## config.mk

```make
export PLATFORM = sky130hd
export DESIGN_NAME = aes_rd_stream_splitter_flat
export DESIGN_NICKNAME = d
export VERILOG_FILES = /design/src/rtl/aes_pkg.sv /design/src/rtl/aes_rd_stream_splitter_if.sv /design/src/rtl/aes_stream_slice.sv /design/src/rtl/aes_rd_stream_splitter.sv /design/src/flat_wrapper.sv
export SDC_FILE = /design/constraint.sdc
export NUM_CORES = 1
export LEC_CHECK = 0
export CAP_MARGIN = 20
export CORE_MARGIN = 5
export CORE_UTILIZATION = 41
export DETAILED_ROUTE_END_ITERATION = 7
export GPL_TIMING_DRIVEN = 1
export PLACE_DENSITY = 0.76
export SYNTH_ARGS = -nofsm -noshare
export SYNTH_HDL_FRONTEND = slang
export SYNTH_SLANG_ARGS = --single-unit
```

## constraint.sdc

```tcl
create_clock -name clk_i -period 2 [get_ports clk_i]
set_input_delay 0.4 -clock clk_i [delete_from_list [all_inputs] [get_ports clk_i]]
set_output_delay 0.4 -clock clk_i [all_outputs]
set_load 0.05 [all_outputs]
```

## src/rtl/aes_pkg.sv

```systemverilog
// Shared AES stream constants and the splitter FSM state type.
// 3-bit state encoding keeps the same style as the wrapper FSM.
package aes_pkg;

    localparam int WORDSIZE        = 64;
    localparam int AES_KEY_WORDS   = 4;
    localparam int AES_BLOCK_WORDS = 2;

    typedef enum logic [2:0] {
        IDLE_S  = 3'd0,
        KEY_S   = 3'd1,
        BLOCK_S = 3'd2,
        DRAIN_S = 3'd3
    } split_state_t;

endpackage

```

## src/rtl/aes_rd_stream_splitter_if.sv

```systemverilog
// DMA read stream plus key/block output streams of the splitter.
// master = the splitter itself; slave = DMA engine and wrapper sinks.
interface aes_rd_stream_splitter_if #(
    parameter int WORDSIZE = aes_pkg::WORDSIZE
);

    logic [WORDSIZE-1:0] dma_data_i;
    logic                dma_valid_i;
    logic                dma_ready_o;
    logic [WORDSIZE-1:0] key_data_o;
    logic                key_valid_o;
    logic                key_ready_i;
    logic [WORDSIZE-1:0] block_data_o;
    logic                block_valid_o;
    logic                block_ready_i;

    modport master (
        input  dma_data_i, dma_valid_i, key_ready_i, block_ready_i,
        output dma_ready_o, key_data_o, key_valid_o, block_data_o, block_valid_o
    );

    modport slave (
        output dma_data_i, dma_valid_i, key_ready_i, block_ready_i,
        input  dma_ready_o, key_data_o, key_valid_o, block_data_o, block_valid_o
    );

endinterface

```

## src/rtl/aes_stream_slice.sv

```systemverilog
// One-entry valid/ready register slice; 1 cycle load-to-valid latency.
// Caller only loads when the slice is empty or draining this cycle.
module aes_stream_slice #(
    parameter int WORDSIZE = 64
) (
    input  logic                clk,
    input  logic                rst_n,
    input  logic                load,
    input  logic [WORDSIZE-1:0] load_data,
    input  logic                ready,
    output logic                valid,
    output logic [WORDSIZE-1:0] data
);

    always_ff @(posedge clk) begin
        if (!rst_n) begin
            valid <= 1'b0;
            data  <= '0;
        end else if (load) begin
            valid <= 1'b1;
            data  <= load_data;
        end else if (ready) begin
            valid <= 1'b0;
        end
    end

endmodule

```

## src/rtl/aes_rd_stream_splitter.sv

```systemverilog
// Routes one AES job's DMA words (key words, then block words) to key/block slices.
// Latency 1 cycle DMA->output; DMA ready follows the slice being filled, no dma_valid path.
module aes_rd_stream_splitter #(
    parameter int WORDSIZE    = aes_pkg::WORDSIZE,
    parameter int KEY_WORDS   = aes_pkg::AES_KEY_WORDS,
    parameter int BLOCK_WORDS = aes_pkg::AES_BLOCK_WORDS,
    parameter int NBLK_W      = 32
) (
    input  logic              clk_i,
    input  logic              rst_ni,
    input  logic              start_i,
    input  logic [NBLK_W-1:0] num_blocks_i,
    output logic              busy_o,
    output logic              done_o,
    aes_rd_stream_splitter_if.master bus
);

    import aes_pkg::*;

    localparam int WCNT_W = (KEY_WORDS > 1) ? $clog2(KEY_WORDS) : 1;
    localparam logic [WCNT_W-1:0] WCNT_ONE   = WCNT_W'(1);
    localparam logic [WCNT_W-1:0] KEY_LAST   = WCNT_W'(KEY_WORDS - 1);
    localparam logic [WCNT_W-1:0] BLOCK_LAST = WCNT_W'(BLOCK_WORDS - 1);
    localparam logic [NBLK_W-1:0] ONE_BLK    = NBLK_W'(1);

    split_state_t      state;
    logic [WCNT_W-1:0] word_cnt;
    logic [NBLK_W-1:0] blk_cnt;
    logic              dma_ready;
    logic              accept;
    logic              key_load;
    logic              block_load;
    logic              key_valid;
    logic              block_valid;
    logic              drained_next;

    always_comb begin
        dma_ready = 1'b0;
        case (state)
            KEY_S:   dma_ready = !key_valid || bus.key_ready_i;
            BLOCK_S: dma_ready = !block_valid || bus.block_ready_i;
            default: dma_ready = 1'b0;
        endcase
    end

    assign accept     = bus.dma_valid_i && dma_ready;
    assign key_load   = accept && (state == KEY_S);
    assign block_load = accept && (state == BLOCK_S);

    // Nothing loads in DRAIN_S, so both slices are empty next cycle exactly when this holds;
    // registering done here makes it coincide with the first cycle both valids read 0.
    assign drained_next = (!key_valid || bus.key_ready_i) && (!block_valid || bus.block_ready_i);

    always_ff @(posedge clk_i) begin
        if (!rst_ni) begin
            state    <= IDLE_S;
            word_cnt <= '0;
            blk_cnt  <= '0;
            done_o   <= 1'b0;
            busy_o   <= 1'b0;
        end else begin
            done_o <= 1'b0;
            if (done_o) begin
                busy_o <= 1'b0;
            end
            case (state)
                IDLE_S: begin
                    if (start_i) begin
                        blk_cnt  <= num_blocks_i;
                        word_cnt <= '0;
                        busy_o   <= 1'b1;
                        state    <= KEY_S;
                    end
                end
                KEY_S: begin
                    if (accept) begin
                        if (word_cnt == KEY_LAST) begin
                            word_cnt <= '0;
                            state    <= (blk_cnt != '0) ? BLOCK_S : DRAIN_S;
                        end else begin
                            word_cnt <= word_cnt + WCNT_ONE;
                        end
                    end
                end
                BLOCK_S: begin
                    if (accept) begin
                        if (word_cnt == BLOCK_LAST) begin
                            word_cnt <= '0;
                            blk_cnt  <= blk_cnt - ONE_BLK;
                            if (blk_cnt == ONE_BLK) begin
                                state <= DRAIN_S;
                            end
                        end else begin
                            word_cnt <= word_cnt + WCNT_ONE;
                        end
                    end
                end
                DRAIN_S: begin
                    if (drained_next) begin
                        done_o <= 1'b1;
                        state  <= IDLE_S;
                    end
                end
                default: state <= IDLE_S;
            endcase
        end
    end

    aes_stream_slice #(.WORDSIZE(WORDSIZE)) u_key_slice (
        .clk       (clk_i),
        .rst_n     (rst_ni),
        .load      (key_load),
        .load_data (bus.dma_data_i),
        .ready     (bus.key_ready_i),
        .valid     (key_valid),
        .data      (bus.key_data_o)
    );

    aes_stream_slice #(.WORDSIZE(WORDSIZE)) u_block_slice (
        .clk       (clk_i),
        .rst_n     (rst_ni),
        .load      (block_load),
        .load_data (bus.dma_data_i),
        .ready     (bus.block_ready_i),
        .valid     (block_valid),
        .data      (bus.block_data_o)
    );

    assign bus.dma_ready_o   = dma_ready;
    assign bus.key_valid_o   = key_valid;
    assign bus.block_valid_o = block_valid;

endmodule

```

## src/flat_wrapper.sv

```systemverilog
// flat-port wrapper written by rule: the top's interface ports become plain ports
module aes_rd_stream_splitter_flat import aes_pkg::*;
#(
    parameter int WORDSIZE    = aes_pkg::WORDSIZE,
    parameter int KEY_WORDS   = aes_pkg::AES_KEY_WORDS,
    parameter int BLOCK_WORDS = aes_pkg::AES_BLOCK_WORDS,
    parameter int NBLK_W      = 32
)
  (clk_i, rst_ni, start_i, num_blocks_i, busy_o, done_o, bus_dma_data_i, bus_dma_valid_i, bus_key_ready_i, bus_block_ready_i, bus_dma_ready_o, bus_key_data_o, bus_key_valid_o, bus_block_data_o, bus_block_valid_o);
  aes_rd_stream_splitter_if #(.WORDSIZE(WORDSIZE)) bus_i ();
  input  logic clk_i;
  input  logic rst_ni;
  input  logic start_i;
  input  logic [NBLK_W-1:0] num_blocks_i;
  output logic busy_o;
  output logic done_o;
  input wire logic [$bits(bus_i.dma_data_i)-1:0] bus_dma_data_i;
  input wire logic [$bits(bus_i.dma_valid_i)-1:0] bus_dma_valid_i;
  input wire logic [$bits(bus_i.key_ready_i)-1:0] bus_key_ready_i;
  input wire logic [$bits(bus_i.block_ready_i)-1:0] bus_block_ready_i;
  output wire logic [$bits(bus_i.dma_ready_o)-1:0] bus_dma_ready_o;
  output wire logic [$bits(bus_i.key_data_o)-1:0] bus_key_data_o;
  output wire logic [$bits(bus_i.key_valid_o)-1:0] bus_key_valid_o;
  output wire logic [$bits(bus_i.block_data_o)-1:0] bus_block_data_o;
  output wire logic [$bits(bus_i.block_valid_o)-1:0] bus_block_valid_o;
  assign bus_i.dma_data_i = bus_dma_data_i;
  assign bus_i.dma_valid_i = bus_dma_valid_i;
  assign bus_i.key_ready_i = bus_key_ready_i;
  assign bus_i.block_ready_i = bus_block_ready_i;
  assign bus_dma_ready_o = bus_i.dma_ready_o;
  assign bus_key_data_o = bus_i.key_data_o;
  assign bus_key_valid_o = bus_i.key_valid_o;
  assign bus_block_data_o = bus_i.block_data_o;
  assign bus_block_valid_o = bus_i.block_valid_o;
  aes_rd_stream_splitter #(.WORDSIZE(WORDSIZE), .KEY_WORDS(KEY_WORDS), .BLOCK_WORDS(BLOCK_WORDS), .NBLK_W(NBLK_W)) u_core (.clk_i(clk_i), .rst_ni(rst_ni), .start_i(start_i), .num_blocks_i(num_blocks_i), .busy_o(busy_o), .done_o(done_o), .bus(bus_i));
endmodule
```

* Word level (Yosys, flattened, before mapping)
Cells that the tools add are included.
** Storage, ports and cells
- Register bits :: 169
- Latch bits :: 0
- Memory bits (writable) :: 0
- Memory bits (read-only) :: 0
- Input port bits :: 102
- Output and inout port bits :: 133
- Logic and storage cells :: 70
- Memories kept :: 0
** Cells by class
- Add/sub/neg operators :: 2
- Multipliers :: 0
- Div/mod/pow operators :: 0
- Order comparisons :: 0
- Equal/unequal tests :: 13
- Shift operators :: 0
- Muxes and demuxes :: 28
- Bitwise gates (word level) :: 0
- Reduce and logical (&&, ||, !) cells :: 18
** Operators with widths (number)
- $mux 32 :: 3
- $pmux 32 s2 :: 1
- $eq 32x1->1 const B :: 1
- $reduce_bool 32->1 :: 1
- $sub 32x1->32 const B :: 1
- $mux 3 :: 7
- $pmux 3 s4 :: 1
- $mux 2 :: 5
- $mux 1 :: 9
- $ne 2x2->1 const B :: 4
- $reduce_and 4->1 :: 2
- $reduce_and 7->1 :: 1
- $eq 3x2->1 const B :: 2
- $ne 2x1->1 const B :: 3
- $pmux 2 s3 :: 1
- $reduce_bool 2->1 :: 3
- $logic_and 1x1->1 :: 4
- $eq 3x1->1 const B :: 1
- $logic_not 3->1 :: 1
- $reduce_bool 3->1 :: 1
- $add 2x1->2 const B :: 1
- $eq 2x1->1 const B :: 1
- $eq 2x2->1 const B :: 1
- $logic_not 1->1 :: 2
- other kinds (3) :: 4

* Depth between registers and ports, before layout
- Depth in word-level cells :: 6
- Gate-level depth with buffers :: 10
- Mapped depth without buffers :: 8

* Modules after synthesis
Synthesis repeated with hierarchy kept, for this count alone.
** Second synthesis, totals
- Cells, all modules :: 747
- Area, all modules :: 7617.3 µm²
** Modules (own cells, without submodules)
- aes_stream_slice :: instances 2, cells an instance 209, area each 2497.4 µm², sequential area each 1301.2 µm²
- aes_rd_stream_splitter :: instances 1, cells an instance 329, area each 2622.5 µm², sequential area each 760.7 µm²

* Worst setup path after synthesis
Ideal clock, no wire load.
- Kind :: register to register
- From :: register u_core.state[0]
- To :: register u_core.u_block_slice.data[10]
- Library setup time :: 70 ps
- Arrival time :: 2330 ps
- Data required time :: 1930 ps
- Setup slack :: -401 ps
- Cell stages (with the launch flop) :: 11
- Buffers on the path :: 2
- Period minus slack after synthesis :: 2401 ps
- Cell sequence :: dfxtp_1 -> inv_1 -> ha_1 -> and2_1 -> a32o_1 -> buf_2 -> nand2_1 -> nor2_1 -> clkbuf_1 -> nand2_1 -> a21oi_1
** On the way
- Word-level cells in the longest chain between the ends :: 4
- Elaborated cells on any way between the ends :: 5
- Classes of those cells :: eq/ne (2); mux (1); reduce/logical (2)
** RTL lines
- from (decl) :: line aes_rd_stream_splitter.sv:26 : split_state_t state;
- from (signal assigned) :: line aes_rd_stream_splitter.sv:79 : state <= (blk_cnt != '0) ? BLOCK_S : DRAIN_S;
- $eq 3x2->1 / $eq 3x1->1 (equally long branches) :: line aes_rd_stream_splitter.sv:39 : case (state)
- $pmux 1 s2 * :: line aes_rd_stream_splitter.sv:39
- named net bus_dma_ready_o :: line flat_wrapper.sv:21 : output wire logic [$bits(bus_i.dma_ready_o)-1:0] bus_dma_ready_o;
- $logic_and 1x1->1 * :: line aes_rd_stream_splitter.sv:46 : assign accept = bus.dma_valid_i && dma_ready;
- $logic_and 1x1->1 * :: line aes_rd_stream_splitter.sv:48 : assign block_load = accept && (state == BLOCK_S);
- to (signal assigned) :: line aes_stream_slice.sv:21 : data <= load_data;
- to (decl) :: line aes_stream_slice.sv:12 : output logic [WORDSIZE-1:0] data
Mark *: on every way through the listed nets, which the timed path passes. The rest lies on a longest branch.
A chain may end at the register's enable or synchronous reset.

* Worst setup path after layout
- From :: register u_core.state[0]
- To :: register u_core.state[0]
** On the way
- Word-level cells in the longest chain between the ends :: 5
- Elaborated cells on any way between the ends :: 15
- Classes of those cells :: eq/ne (10); mux (2); reduce/logical (3)
** RTL lines (line)
- $eq 3x2->1 / $eq 3x1->1 (equally long branches) :: aes_rd_stream_splitter.sv:39, aes_rd_stream_splitter.sv:66
- $pmux 1 s2 :: aes_rd_stream_splitter.sv:39
- $logic_and 1x1->1 :: aes_rd_stream_splitter.sv:46
- $ne 2x1->1 (no line)
- $reduce_and 7->1 (no line)
Parallel ways exist; a longest one is shown, timed or not.

==> results.cfg <==
[run_status]
run_status = finished with violations
violated_checks = negative setup slack

[layout]
multi_input_comb_area_um2 = 4810
finalNonFillerCells = 1461
nets = 1339
combined_flip_flop_and_latch_cell_area_um2 = 3373
post-route-util_pct = 81.95
stdcell_area_um2 = 13540
layout-drive-gt1-share_pct = 40.97
final.fill_count = 828
layout-area-overhead-vs-synth_pct = 96.21

[die]
die_height_um = 139.7
core_um2 = 16520
die_x_um = 139.7
boundaryPins = 235
std_cell_rows = 47
initial_core_util_pct = 41.77
fp.dieArea_um2 = 19530

[setup_path]
start_kind = flip-flop
setup.worst_path.class = reg2reg
critical-path-slowest-cell = o41ai_4
worst-path-max-fanout = 5
worst-endpoint-required_ps = 2320
crit_arrival_ps = 2590
max_stage_delay_ps = 450
crit_path_end_kind = flip-flop
ordered_list_of_cells_on_the_worst_path = inv_6 -> ha_4 -> and2_4 -> a32o_2 -> buf_6 -> nand2_8 -> o41ai_4 -> a211oi_1 -> a41o_1

[timing]
max_freq_mhz = 440.4
rsz0062_at_grt = yes
worst_slack_ps = -270.4
worst_slew_margin_rel_pct = 61.85
worst_slew_pin_slew_ps = 571.3
timing.final.setup_violations = 158
finalMaxSlewViolations = 0
hold_viol_final = 0
clock-skew-final_ps = 13.53
final.setup.tns_ps = -16590
timing.final.crit_share_pct = 113.5
period_minus_slack_ps = 2270

[placement]
place_area_um2 = 10020
port-buffer-count = 234
finalWeightedCongestion = 0.8506
dpl.hpwl_mm = 16.41
place.detailed.instances = 1356

[clocking]
cts-buffers-inserted = 17
tritoncts_clock_tree = done
cts_root_buf = clkbuf_16
cts_hold_fix_bufs = 0
cts_sinks = 168
cts_htree_levels = 4
clkLatencyLatePin_ps = 440
clock_pin_slew_of_the_registers_on_the_worst_case_setup_and_hold_paths_ps = 70
ctsLongestPathBuffers = 2

[detailed_routing]
drt_wl_total_mm = 36.96
met3RoutedLength_mm = 3.560
route.antenna.remaining_nets = 0
highest_layer = met5
num_vias = 8617
vias_per_cell = 5.898
wl_met1_mm = 12.66
avgRoutedWirePerCell_um = 25.30
drc = 0
detailedRoute.firstPassIterationCount = 5
drt_iter0_drc = 790
met2_wirelength_mm = 18.21

[global_routing]
grt_start_max_net_pins = 62
global_route.usage.total_pct = 25.64
vias_in_the_first_global_route = 7385
global_route_overflow = 0
antenna_found_initial = 2
grt_pass1_wl_mm = 39.99

[job]
maxCapViolCount = 0

[logic_synthesis]
synth_area_um2 = 6902
post_synthesis_average_cell_area_um2 = 7.781
postSynth.asyncResetShare_pct = 0
synth_sequential_area_ratio_pct = 48.73
netlist_instances = 887
synth_edf_count = 0
synth_warnings = 0
total_of_flip_flops_plus_latches_after_synthesis = 168
netlist-cell-type-count = 54
syn_nets = 999
postSynth.topFlopCell = dfxtp_1

[power]
vdd_drop_max_mv = 1.355
static-leakage-power_nw = 6.342
fin_total_pwr_mw = 11.74
power-per-cell-area_nw_per_um2 = 867.2

[min_path]
min-delay-path-class = reg2reg
-- layout make-up --
cell class                      count  share of cell area, %
Timing Repair Buffer              380                  32.69
Clock buffer                       19                  3.271
Sequential cell                   168                  24.91
Clock inverter                     13                  1.257
Multi-Input combinational cell    651                  35.52
Inverter                            9                 0.3049
Tap cell                          220                  2.033
Antenna cell                        1                0.01848
-- cell usage in the layout (no fill, tap or decap), drive strengths merged, types with 3 or more instances in the layout --
cell type        n
nand3           12
clkdlybuf4s50  109
and3             5
bufinv           3
a21oi          166
o32ai            9
a21boi           4
o2bb2ai          4
clkbuf          37
buf            151
nand2          300
clkinv           5
o21a             3
or3              3
o21ai           17
nand2b          13
or4              3
mux2i            4
nor3            14
nor4             9
a32o             6
dlymetal6s2s    61
o22ai            5
o31ai            3
dfxtp          168
inv             12
dlygate4sd2     41
o211ai           3
nor2            26
ha              10
a211oi           5
-- cell families (layout without fill, tap and decap cells) --
logic type	Yosys count	after routing	share of synthesized area, %
flops	168	168	48.73
buf+inv	68	421	3.789
mux	6	6	0.9065
simple gates	395	395	24.42
compound gates	240	240	20.34
other cells	0	1	0
fa+ha+maj	10	10	1.813
-- critical path: cells and delay by family (launching register included) --
| kind | cells | cell delay (ps) |
|---|---|---|
| DFF | 1 | 380 |
| buffers and inverters | 2 | 220 |
| and+or+nand+nor | 2 | 240 |
| adders and majority gates | 1 | 280 |
| AOI/OAI and AO/OA | 4 | 1020 |
-- stage by stage --
stage / hold WS [ps] / worst slack (ps)
floorplan: 449.7 / 5.557
global placement: 440.5 / -191.1
detailed placement: 446.5 / -230.9
CTS: 452.0 / -182.9
global route: 467.4 / -280.0
finish: 458.9 / -270.4
-- registers in the layout, summed over array words and instances (netlist names) --
name / cells
u_core.u_key_slice.data: 64
u_core.blk_cnt: 32
u_core.u_block_slice.valid: 1
u_core.busy_o: 1
u_core.word_cnt: 2
u_core.done_o: 1
u_core.u_block_slice.data: 64
u_core.u_key_slice.valid: 1
u_core.state: 2
-- cells in the mapped netlist, types with 6 or more instances --
cell type	count	area [µm²]
clkbuf_1	52	195.2
a32o_1	6	60.06
o21ai_0	17	85.08
dfxtp_1	168	3363
o32ai_1	9	78.83
nand2b_1	13	81.33
ha_1	10	125.1
nor3_1	14	70.07
nor2_1	26	97.59
inv_1	7	26.28
nand2_1	300	1126
a21oi_1	166	830.8
nand3_1	12	60.06
-- worst paths after layout --
check | slack (ps) | end | cells past startpoint | start
max reg2reg | -270 | u_core.state[0] | 9 | u_core.state[0]
min reg2reg | 460 | u_core.u_key_slice.data[54] | 2 | u_core.u_key_slice.data[54]
min | 460 | u_core.u_key_slice.data[54] | 2 | u_core.u_key_slice.data[54]
max | -270 | u_core.state[0] | 9 | u_core.state[0]
-- metal layers --
metal	GRT usage, %	vias to the layer above
li1	-	3734
met1	29.98	4095
met2	43.94	597
met3	8.679	189
met4	8.873	2
met5	0	-
-- repair_timing --
action                                  CTS  global route
resized for setup                        88           500
buffers inserted                         21            25
endpoints found under the setup margin  147           224
gates cloned                             13            23
pin swaps                                 9           241
-- power by group --
part           internal, mW  switching, mW
registers              3.58          0.232
logic                  2.03           2.37
clock network          2.02           1.52
(Power assumes the default switching activity.)
